===== config.mk =====
export PLATFORM = sky130hd
export DESIGN_NAME = bus_arbiter
export DESIGN_NICKNAME = d
export VERILOG_FILES = /design/src/rtl/bus_arb_pkg.sv /design/src/rtl/bus_arbiter.sv
export SDC_FILE = /design/constraint.sdc
export NUM_CORES = 1
export LEC_CHECK = 0
export BUFFER_PORTS_ARGS = -buffer_cell sky130_fd_sc_hd__buf_2
export CELL_PAD_IN_SITES_DETAIL_PLACEMENT = 1
export CELL_PAD_IN_SITES_GLOBAL_PLACEMENT = 1
export CORE_MARGIN = 4
export CORE_UTILIZATION = 40
export CTS_BUF_LIST = sky130_fd_sc_hd__clkbuf_4
export DETAILED_ROUTE_END_ITERATION = 12
export PLACE_DENSITY = 0.94
export SYNTH_ARGS = -nofsm -noshare
export SYNTH_HDL_FRONTEND = slang
export SYNTH_SLANG_ARGS = --single-unit

===== constraint.sdc =====
create_clock -name clk -period 11.3 [get_ports clk]
set_clock_uncertainty 0.1 [all_clocks]
set_input_delay 1.13 -clock clk [delete_from_list [all_inputs] [get_ports clk]]
set_output_delay 1.13 -clock clk [all_outputs]
set_load 0.005 [all_outputs]

===== src/rtl/bus_arb_pkg.sv =====
// Shared encodings and arbitration helper for the instruction/data bus arbiter.
package bus_arb_pkg;

    localparam logic [1:0] ST_IDLE = 2'd0;
    localparam logic [1:0] ST_ADDR = 2'd1;
    localparam logic [1:0] ST_DATA = 2'd2;

    localparam logic OWN_I = 1'b0;
    localparam logic OWN_D = 1'b1;

    typedef struct packed {
        logic        wr;
        logic [3:0]  sel;
        logic [31:0] addr;
        logic [31:0] wdata;
    } mem_req_t;

    // Preferred requester wins a tie unless it also won the previous grant.
    function automatic logic arb_pick(input logic ireq, input logic dreq,
                                      input logic d_first, input logic last);
        logic prefer;
        prefer = d_first ? OWN_D : OWN_I;
        if (ireq && dreq)
            return (last == prefer) ? ~prefer : prefer;
        return dreq ? OWN_D : OWN_I;
    endfunction

endpackage


===== src/rtl/bus_arbiter.sv =====
// Two-master (instruction fetch / load-store) arbiter onto a single split
// address/data memory port with one outstanding transaction.
module bus_arbiter
    import bus_arb_pkg::*;
#(
    parameter logic D_FIRST = 1'b1
) (
    input  logic        clk,
    input  logic        rst,

    input  logic        i_req,
    input  logic [31:0] i_addr,
    output logic [31:0] i_rdata,
    output logic        i_stall,

    input  logic        d_req,
    input  logic        d_wr,
    input  logic [3:0]  d_sel,
    input  logic [31:0] d_addr,
    input  logic [31:0] d_wdata,
    output logic [31:0] d_rdata,
    output logic        d_stall,

    output logic        m_req,
    output logic        m_wr,
    output logic [3:0]  m_sel,
    output logic [31:0] m_addr,
    output logic [31:0] m_wdata,
    input  logic        m_addr_ok,
    input  logic        m_data_ok,
    input  logic [31:0] m_rdata
);

    logic [1:0]  state_reg;
    logic [1:0]  state_next;
    logic        owner_reg;
    logic        last_reg;
    mem_req_t    req_reg;
    logic [31:0] i_rdata_reg;
    logic [31:0] d_rdata_reg;

    logic        grant;
    logic        grant_owner;
    mem_req_t    grant_req;
    logic        complete;
    logic        i_done;
    logic        d_done;

    always_comb begin
        grant       = (state_reg == ST_IDLE) && (i_req || d_req);
        grant_owner = arb_pick(i_req, d_req, D_FIRST, last_reg);
        if (grant_owner == OWN_D) begin
            grant_req.wr    = d_wr;
            grant_req.sel   = d_sel;
            grant_req.addr  = d_addr;
            grant_req.wdata = d_wdata;
        end else begin
            grant_req.wr    = 1'b0;
            grant_req.sel   = 4'hF;
            grant_req.addr  = i_addr;
            grant_req.wdata = 32'd0;
        end
    end

    // Handshakes are only honoured in the phase that expects them.
    assign complete = (state_reg == ST_DATA) && m_data_ok;
    assign i_done   = complete && (owner_reg == OWN_I);
    assign d_done   = complete && (owner_reg == OWN_D);

    always_comb begin
        state_next = state_reg;
        case (state_reg)
            ST_IDLE: if (grant)     state_next = ST_ADDR;
            ST_ADDR: if (m_addr_ok) state_next = ST_DATA;
            ST_DATA: if (m_data_ok) state_next = ST_IDLE;
            default:                state_next = ST_IDLE;
        endcase
    end

    always_ff @(posedge clk or posedge rst) begin
        if (rst) begin
            state_reg <= ST_IDLE;
            owner_reg <= OWN_I;
            last_reg  <= OWN_I;
        end else begin
            state_reg <= state_next;
            if (grant) begin
                owner_reg <= grant_owner;
                last_reg  <= grant_owner;
            end
        end
    end

    // Request and read-data holding registers: enabled flops with reset.
    always_ff @(posedge clk or posedge rst) begin
        if (rst) begin
            req_reg     <= '0;
            i_rdata_reg <= 32'd0;
            d_rdata_reg <= 32'd0;
        end else begin
            if (grant)
                req_reg <= grant_req;
            if (i_done)
                i_rdata_reg <= m_rdata;
            if (d_done)
                d_rdata_reg <= m_rdata;
        end
    end

    assign m_req   = (state_reg == ST_ADDR);
    assign m_wr    = req_reg.wr;
    assign m_sel   = req_reg.sel;
    assign m_addr  = req_reg.addr;
    assign m_wdata = req_reg.wdata;

    assign i_stall = i_req && !i_done;
    assign d_stall = d_req && !d_done;
    assign i_rdata = i_done ? m_rdata : i_rdata_reg;
    assign d_rdata = d_done ? m_rdata : d_rdata_reg;

endmodule


======== Yosys cells after proc, flatten, opt, wreduce, memory -nomap -nowiden ========
Cells that the tools add are included.
operators by class
  bitwise operators ....................... 1
  muxes and demuxes ....................... 12
  eq/ne operators ......................... 5
  reductions and logical operators ........ 12
operators by type and width
  cell                                                                      count
  69-bit 2-to-1 mux                                                         1
  32-bit 2-to-1 mux                                                         2
  1-bit logical AND                                                         7
  2-bit 2-to-1 mux                                                          3
  2-bit case mux with 3 select lines                                        1
  1-bit 2-to-1 mux                                                          5
  2-bit inequality test (second input constant)                             2
  3-bit AND reduction                                                       1
  2-bit by 1-bit == test with 1-bit output (second input constant)          1
  2-bit == test (second input constant)                                     1
  1-bit logical NOT                                                         2
  2-bit logical NOT                                                         1
  2-bit by 1-bit inequality test with 1-bit output (second input constant)  1
  1-bit logical OR                                                          1
  1-bit NOT                                                                 1
storage, ports and cells
  register bits after elaboration ......... 136
  logic and storage cells ................. 38
  output and inout bits ................... 136

======== Logic depth before layout (Yosys ltp) ========
Gate-level depths: netlist of the first run.
  depth in word-level cells ............... 5
  depth in mapped cells ................... 6

======== Worst setup path after synthesis of the first run ========
No wires, ideal clock.
  path kind ............................... input port to output port
  from .................................... input m_data_ok
  to ...................................... output i_rdata[10]
  arrival time ............................ 1.966 ns
  cell stages on the path ................. 3
  slack ................................... 8.104 ns
  path buffers ............................ 1
  data required time ...................... 10.070 ns
  cell sequence ........................... nor3b_4 buf_6 mux2_2
on the way
  longest elaborated chain between the ends .. 3
ends and longest elaborated chain
  item               RTL line           text
  start, declared    bus_arbiter.sv:30  input logic m_data_ok,
  1-bit logical AND  bus_arbiter.sv:66  assign complete = (state_reg == ST_DATA) && m_data_ok;
  1-bit logical AND  bus_arbiter.sv:67  assign i_done = complete && (owner_reg == OWN_I);
  32-bit 2-to-1 mux  -
  end, declared      bus_arbiter.sv:13  output logic [31:0] i_rdata,
Every way passes these cells.

======== Final worst setup path of the first run ========
  from .................................... input m_data_ok
  to ...................................... output d_rdata[15]
on the way
  longest elaborated chain between the ends .. 3
ends and longest elaborated chain
  item               RTL line           text
  1-bit logical AND  bus_arbiter.sv:66
  1-bit logical AND  bus_arbiter.sv:68  assign d_done = complete && (owner_reg == OWN_D);
  32-bit 2-to-1 mux  -
  end, declared      bus_arbiter.sv:21  output logic [31:0] d_rdata,
Every way passes these cells.

==> metrics.md, run 1 <==
| Metric | Value |
|---|---|
| Post-synthesis mux area share | 0.279 |
| Synth top cells by count | dfrtp_1, mux2_2, a22o_1 |
| Total power draw | 0.00193 W |
| Cells after synthesis | 341 |
| Total detailed-routing wirelength | 15900 um |
| Initial antenna violation count | 0 |
| Total grt overflow | 0 |
| HP Start | i_rdata_reg[21]$_DFF_PP0_ |
| Area fraction in compound gates after synthesis | 0.0669 |
| GR Util met2 | 0.374 |
| H-tree depth | 4 |
| Min-delay worst type | reg2reg |
| Largest net degree at the start of global routing | 71 |
| CP delay by family, top | simple AND/OR/NAND/NOR gates |
| Port bufs | 274 |
| Worst hold endpoint | i_rdata_reg[21]$_DFF_PP0_ |
| CTS Buffer Depth | 2 |
| Most numerous cell in the Yosys netlist | dfrtp_1 |
| Cell Chain, Critical Path | buf_2, nand4b_2, mux2_2, buf_2 |
| Detail Placement HPWL | 12500 um |
| Fin crit period | 4170 ps |
| Clk_lat worst skew | 480 ps |
| CP max stage delay | 880 ps |
| RSZ-0062 raised after global routing | false |
| First-pass GRT wire length | 24900 um |
| Main combinational cell family by area after synthesis | multiplexers |
| Remaining antenna violation count | 0 |
| Setup Buffers After CTS | 0 |
| Routed wire per std cell | 19.7 um |
| Post-Synth Simple-Gate Area | 0.0146 |
| Startpoint types | input port |
| M1 GR Usage | 0.209 |
| Residual DRC | 0 |
| Crit Path Class | in2out |
| Syn Nets | 480 |
| MaxCap Viol Count | 0 |
| Worst IR Drop VDD | 0.100 mV |
| GR Util met3 | 0.0618 |
| Post-synth EDFFs | 0 |
| Share of cells above drive strength 1 | 0.694 |
| Root Buffer | clkbuf_4 |
| Initial Util | 0.414 |
| Distinct cells, synth | 24 |
| Vias in the first global route | 4663 |
| Post-cts sizing count | 0 |
| Final #Nets | 757 |
| Reg area | 0.00340 mm^2 |
| R2R depth | 2 |
| Num CTS Buffers | 17 |
| Critical path data arrival time | 2940 ps |
| Crit path required time | 10070 ps |
| Multi-input gate area | 0.00201 mm^2 |
| Core box area | 0.0135 mm^2 |
| Setup TNS | 0 ps |
| Static Leak | 3.82 nW |
| Worst-Margin Slew | 1230 ps |
| Pwr Density | 264 mW/mm^2 |
| FP Rows | 42 |
| Global route hottest layer | met2 |
| Synth Cell Area | 0.00557 mm^2 |
| Fin crit share | 0.369 |
| Largest area contributor in the netlist | dfrtp_1 |
| Register area share after synthesis | 0.611 |
| Chip Width | 126 um |
| Final hold violation count | 0 |
| Register clock-pin slew on the reported worst setup and hold paths | 100 ps |
| Buf+Inv Stages, Crit Path | 2 |
| Area Overhead vs Synth | 31.5% |
| Top-level I/O count | 275 |
| Slew Viols, Final | 0 |
| Total number of vias | 3980 |
| Syn Area/Cell | 16.3 um^2 |
| Slew headroom | 0.179 |
| Status | completed |
| Ranking of synthesized cells by area | dfrtp_1, mux2_2, mux2_4 |
| Final setup vio count | 0 |
| Fmax achieved | 0.240 GHz |
| TritonCTS clock tree | built |
| Total die area | 0.0159 mm^2 |
| Post-synth ARST share | 1.00 |
| Diode count | 0 |
| Slowest-stage cell, CP | nand4b_2 |
| Ys flop type | dfrtp_1 |
| Post-synthesis xor/xnor area fraction | 0 |
| Setup crit end kind | primary output |
| Vias/cell | 4.93 |
| Top cell type's share of synthesized area | 0.611 |
| Initial DRC Count | 164 |
| Synthesis Warnings | 0 |
| RePlAce Congestion | 0.791 |
| Hold path cells | 1 |
| Filler Cells Inserted | 1445 |
| Adder-Cell Fraction of Synth Area | 0 |
| Reg2reg setup slack | 8950 ps |
| Die H | 126 um |
| Seq cells post-synth | 136 |
| Max FO, Critical Path | 33 |
| Drt pass-1 iters | 4 |
| GRT Overall Usage | 0.201 |
| # clock sinks | 136 |
| CP most frequent cell | buf_2 |
| Critical R2R Capture | d_rdata_reg[15]$_DFF_PP0_ |
| Reg2Reg Launch Point | last_reg$_DFFE_PP0P_ |
| CTS Hold Bufs | 0 |
-- cells in the final DEF (no fill, tap or decap) --
cell / netlist / final
a22o_1: 33 / 33
a21o_1: 1 / 1
inv_1: 2 / 1
mux2_1: 4 / 4
nand4b_2: 1 / 1
clkbuf_4: 0 / 18
nand3_1: 1 / 1
inv_6: 0 / 2
o22a_1: 4 / 4
mux2_2: 94 / 94
nor2_1: 1 / 1
nand2_1: 2 / 2
dfrtp_1: 136 / 136
clkinv_1: 0 / 2
mux2_4: 30 / 30
clkinv_2: 0 / 5
o21ai_2: 0 / 1
clkinv_4: 0 / 1
and2_1: 1 / 1
o21a_1: 1 / 1
clkinvlp_4: 0 / 3
o21ai_0: 2 / 2
bufinv_16: 0 / 2
buf_2: 11 / 274
and3_1: 1 / 1
nor2b_1: 1 / 1
a21boi_4: 1 / 1
nor3b_4: 1 / 1
buf_4: 4 / 5
nand2b_1: 2 / 2
-- metrics by stage --
step / hold WS, ps / instances / worst slack, ps / utilization / instance area (um^2)
after floorplan: 376 / 341 / 6430 / - / 5570
after global placement: 362 / 775 / 7320 / 0.525 / 7060
after detailed placement: 380 / 775 / 7080 / 0.525 / 7060
after CTS: 404 / 807 / 7090 / 0.544 / 7320
after global routing: 418 / 807 / 7020 / 0.544 / 7320
final: 396 / 807 / 7130 / 0.544 / 7320
-- final cells by class --
type / count / area share
Timing Repair Buffer: 279 / 0.192
Clock buffer: 18 / 0.0184
Inverter: 2 / 0.00171
Tap cell: 176 / 0.0301
Clock inverter: 14 / 0.0181
Multi-Input combinational cell: 182 / 0.275
Sequential cell: 136 / 0.465
-- cells by family after synthesis --
group,count (synthesis)
flops,136
mux,128
compound gates,43
buf+inv,23
simple gates,11
-- worst register-to-register path: stages (launching register included) --
cell,delay [ps]
dfrtp_1,530
nand4b_2,930
mux2_2,680
-- worst max-delay path by stage --
stage                          from                       end  cells past startpoint
final                     m_data_ok               d_rdata[15]                      4
after global routing      m_data_ok               d_rdata[15]                      4
after CTS                 m_data_ok               d_rdata[15]                      4
after detailed placement  m_data_ok               d_rdata[15]                      4
after global placement    m_data_ok               d_rdata[13]                      4
after floorplan                 rst  d_rdata_reg[0]$_DFF_PP0_                      1
-- layer usage --
layer  share of wire  wire (um)  vias to the layer above
li1                -          -                     1790
met1            0.35       5630                     1966
met2            0.54       8620                      192
met3           0.077       1230                       32
met4           0.026        415                        0
met5               0          0                        -
-- where the power goes --
part           leakage, nW  internal (W)  switching (W)
Clock                0.143      0.000131       0.000170
Sequential            1.67      0.000721       0.000105
Combinational         2.01      0.000435       0.000368
Note: power is estimated with default switching activity, not from simulation.
==> run 2, diff against run 1 <==
Settings changed: CORE_UTILIZATION 40 to 37, PLACE_DENSITY 0.94 to 0.88.
Clock period 11.3 ns to 4.1 ns, I/O delays scaled along.
==> metrics.md, run 2 (synthesis results as in run 1) <==
| Metric | Value |
|---|---|
| Status | completed |
| Min-delay worst type | in2reg |
| Register clock-pin slew on the reported worst setup and hold paths | 120 ps |
| Total die area | 0.0171 mm^2 |
| Residual DRC | 0 |
| Most common cell after layout, fill and taps aside | buf_2 |
| Cell Chain, Critical Path | nand4b_2, mux2_2, buf_2 |
| Top-level I/O count | 275 |
| Share of cells above drive strength 1 | 0.626 |
| Die H | 131 um |
| Clk_lat worst skew | 520 ps |
| Port bufs | 274 |
| Fmax achieved | 0.302 GHz |
| Setup TNS | 0 ps |
| Final #Nets | 830 |
| Core box area | 0.0146 mm^2 |
| Drt pass-1 iters | 4 |
| CP max stage delay | 940 ps |
| Static Leak | 4.17 nW |
| Num CTS Buffers | 17 |
| Fin crit period | 3310 ps |
| RSZ-0062 raised after global routing | false |
| Detail Placement HPWL | 12100 um |
| RePlAce Congestion | 0.733 |
| Root Buffer | clkbuf_4 |
| Initial antenna violation count | 3 |
| CTS Buffer Depth | 2 |
| Reg2reg setup slack | 1690 ps |
| Worst IR Drop VDD | 0.293 mV |
| Pwr Density | 699 mW/mm^2 |
| Commonest non-fill, non-tap cells in the layout | buf_2, dfrtp_1, mux2_2 |
| FP Rows | 44 |
| Worst-Margin Slew | 1270 ps |
| Area Overhead vs Synth | 46.6% |
| Post-cts sizing count | 0 |
| Slew headroom | 0.156 |
| Final Util | 0.558 |
| Total grt overflow | 0 |
| TritonCTS clock tree | built |
| DP Cell Count | 785 |
| GRT Overall Usage | 0.225 |
| Startpoint types | flop |
| Critical path data arrival time | 2800 ps |
| Post-Layout Cell Count | 891 |
| Routed wire per std cell | 21.3 um |
| CP delay by family, top | simple AND/OR/NAND/NOR gates |
| Final hold violation count | 0 |
| Total number of vias | 4414 |
| Crit path required time | 3590 ps |
| Initial Util | 0.380 |
| Vias in the first global route | 5279 |
| Initial DRC Count | 93 |
| Vias/cell | 4.95 |
| Chip Width | 131 um |
| Buf+Inv Stages, Crit Path | 1 |
| MaxCap Viol Count | 0 |
| Final setup vio count | 0 |
| Max FO, Critical Path | 33 |
| Largest net degree at the start of global routing | 61 |
| # clock sinks | 136 |
| Fin crit share | 0.807 |
| Design Area, Final | 0.00817 mm^2 |
| H-tree depth | 4 |
| Slew Viols, Final | 0 |
| Placement Cell Area | 0.00709 mm^2 |
| Remaining antenna violation count | 0 |
| Setup Buffers After CTS | 0 |
| First-pass GRT wire length | 28800 um |
| Crit Path Class | reg2out |
| Setup crit end kind | primary output |
| Total detailed-routing wirelength | 19000 um |
| Slowest-stage cell, CP | nand4b_2 |
## run 2: metal layers
| metal | track usage | vias up | share of wire |
|---|---|---|---|
| li1 | - | 1956 | - |
| met1 | 0.224 | 2222 | 0.34 |
| met2 | 0.434 | 198 | 0.57 |
| met3 | 0.0675 | 38 | 0.066 |
| met4 | 0.0901 | 0 | 0.030 |
| met5 | 0 | - | 0 |
## run 2: worst paths after layout
| path | start | to | cells past startpoint |
|---|---|---|---|
| min | m_rdata[29] | i_rdata_reg[29]$_DFF_PP0_ | 2 |
| min in group asynchronous | rst | d_rdata_reg[30]$_DFF_PP0_ | 3 |
| max reg2reg | last_reg$_DFFE_PP0P_ | m_addr[5]$_DFFE_PP0P_ | 4 |
| max | last_reg$_DFFE_PP0P_ | d_rdata[15] | 3 |
| max in group asynchronous | rst | i_rdata_reg[7]$_DFF_PP0_ | 4 |
| min reg2reg | i_rdata_reg[3]$_DFF_PP0_ | i_rdata_reg[3]$_DFF_PP0_ | 1 |
## run 2: timing repair
action                                 in CTS  in global routing
endpoints found under the hold margin     125                  1
hold buffers                               70                  1
setup endpoints to repair                   0                  0
## run 2: layout make-up
cell class	count	area, um^2
diodes	3	7.51
clock buffers	18	135
clock inverters	14	221
fillers	1538	6480
inverters	2	11.3
multi-input cells	182	2010
flip-flops and latches	136	3400
well taps	184	230
repair buffers	352	2150
## run 2: report_power, final
part / switching, W / internal (W)
logic: 0.00107 / 0.00125
clock network: 0.000523 / 0.000560
registers: 0.000316 / 0.00199
## run 2: stage by stage
stage | hold slack, ps | setup slack [ps] | total power, W
final | 69.7 | 791 | 0.00571
after global routing | 3.75 | 513 | 0.00606
after CTS | 2.06 | 679 | 0.00569
after detailed placement | 375 | 1320 | 0.00453
after global placement | 359 | 1410 | 0.00438
after floorplan | 376 | 1900 | 0.00348
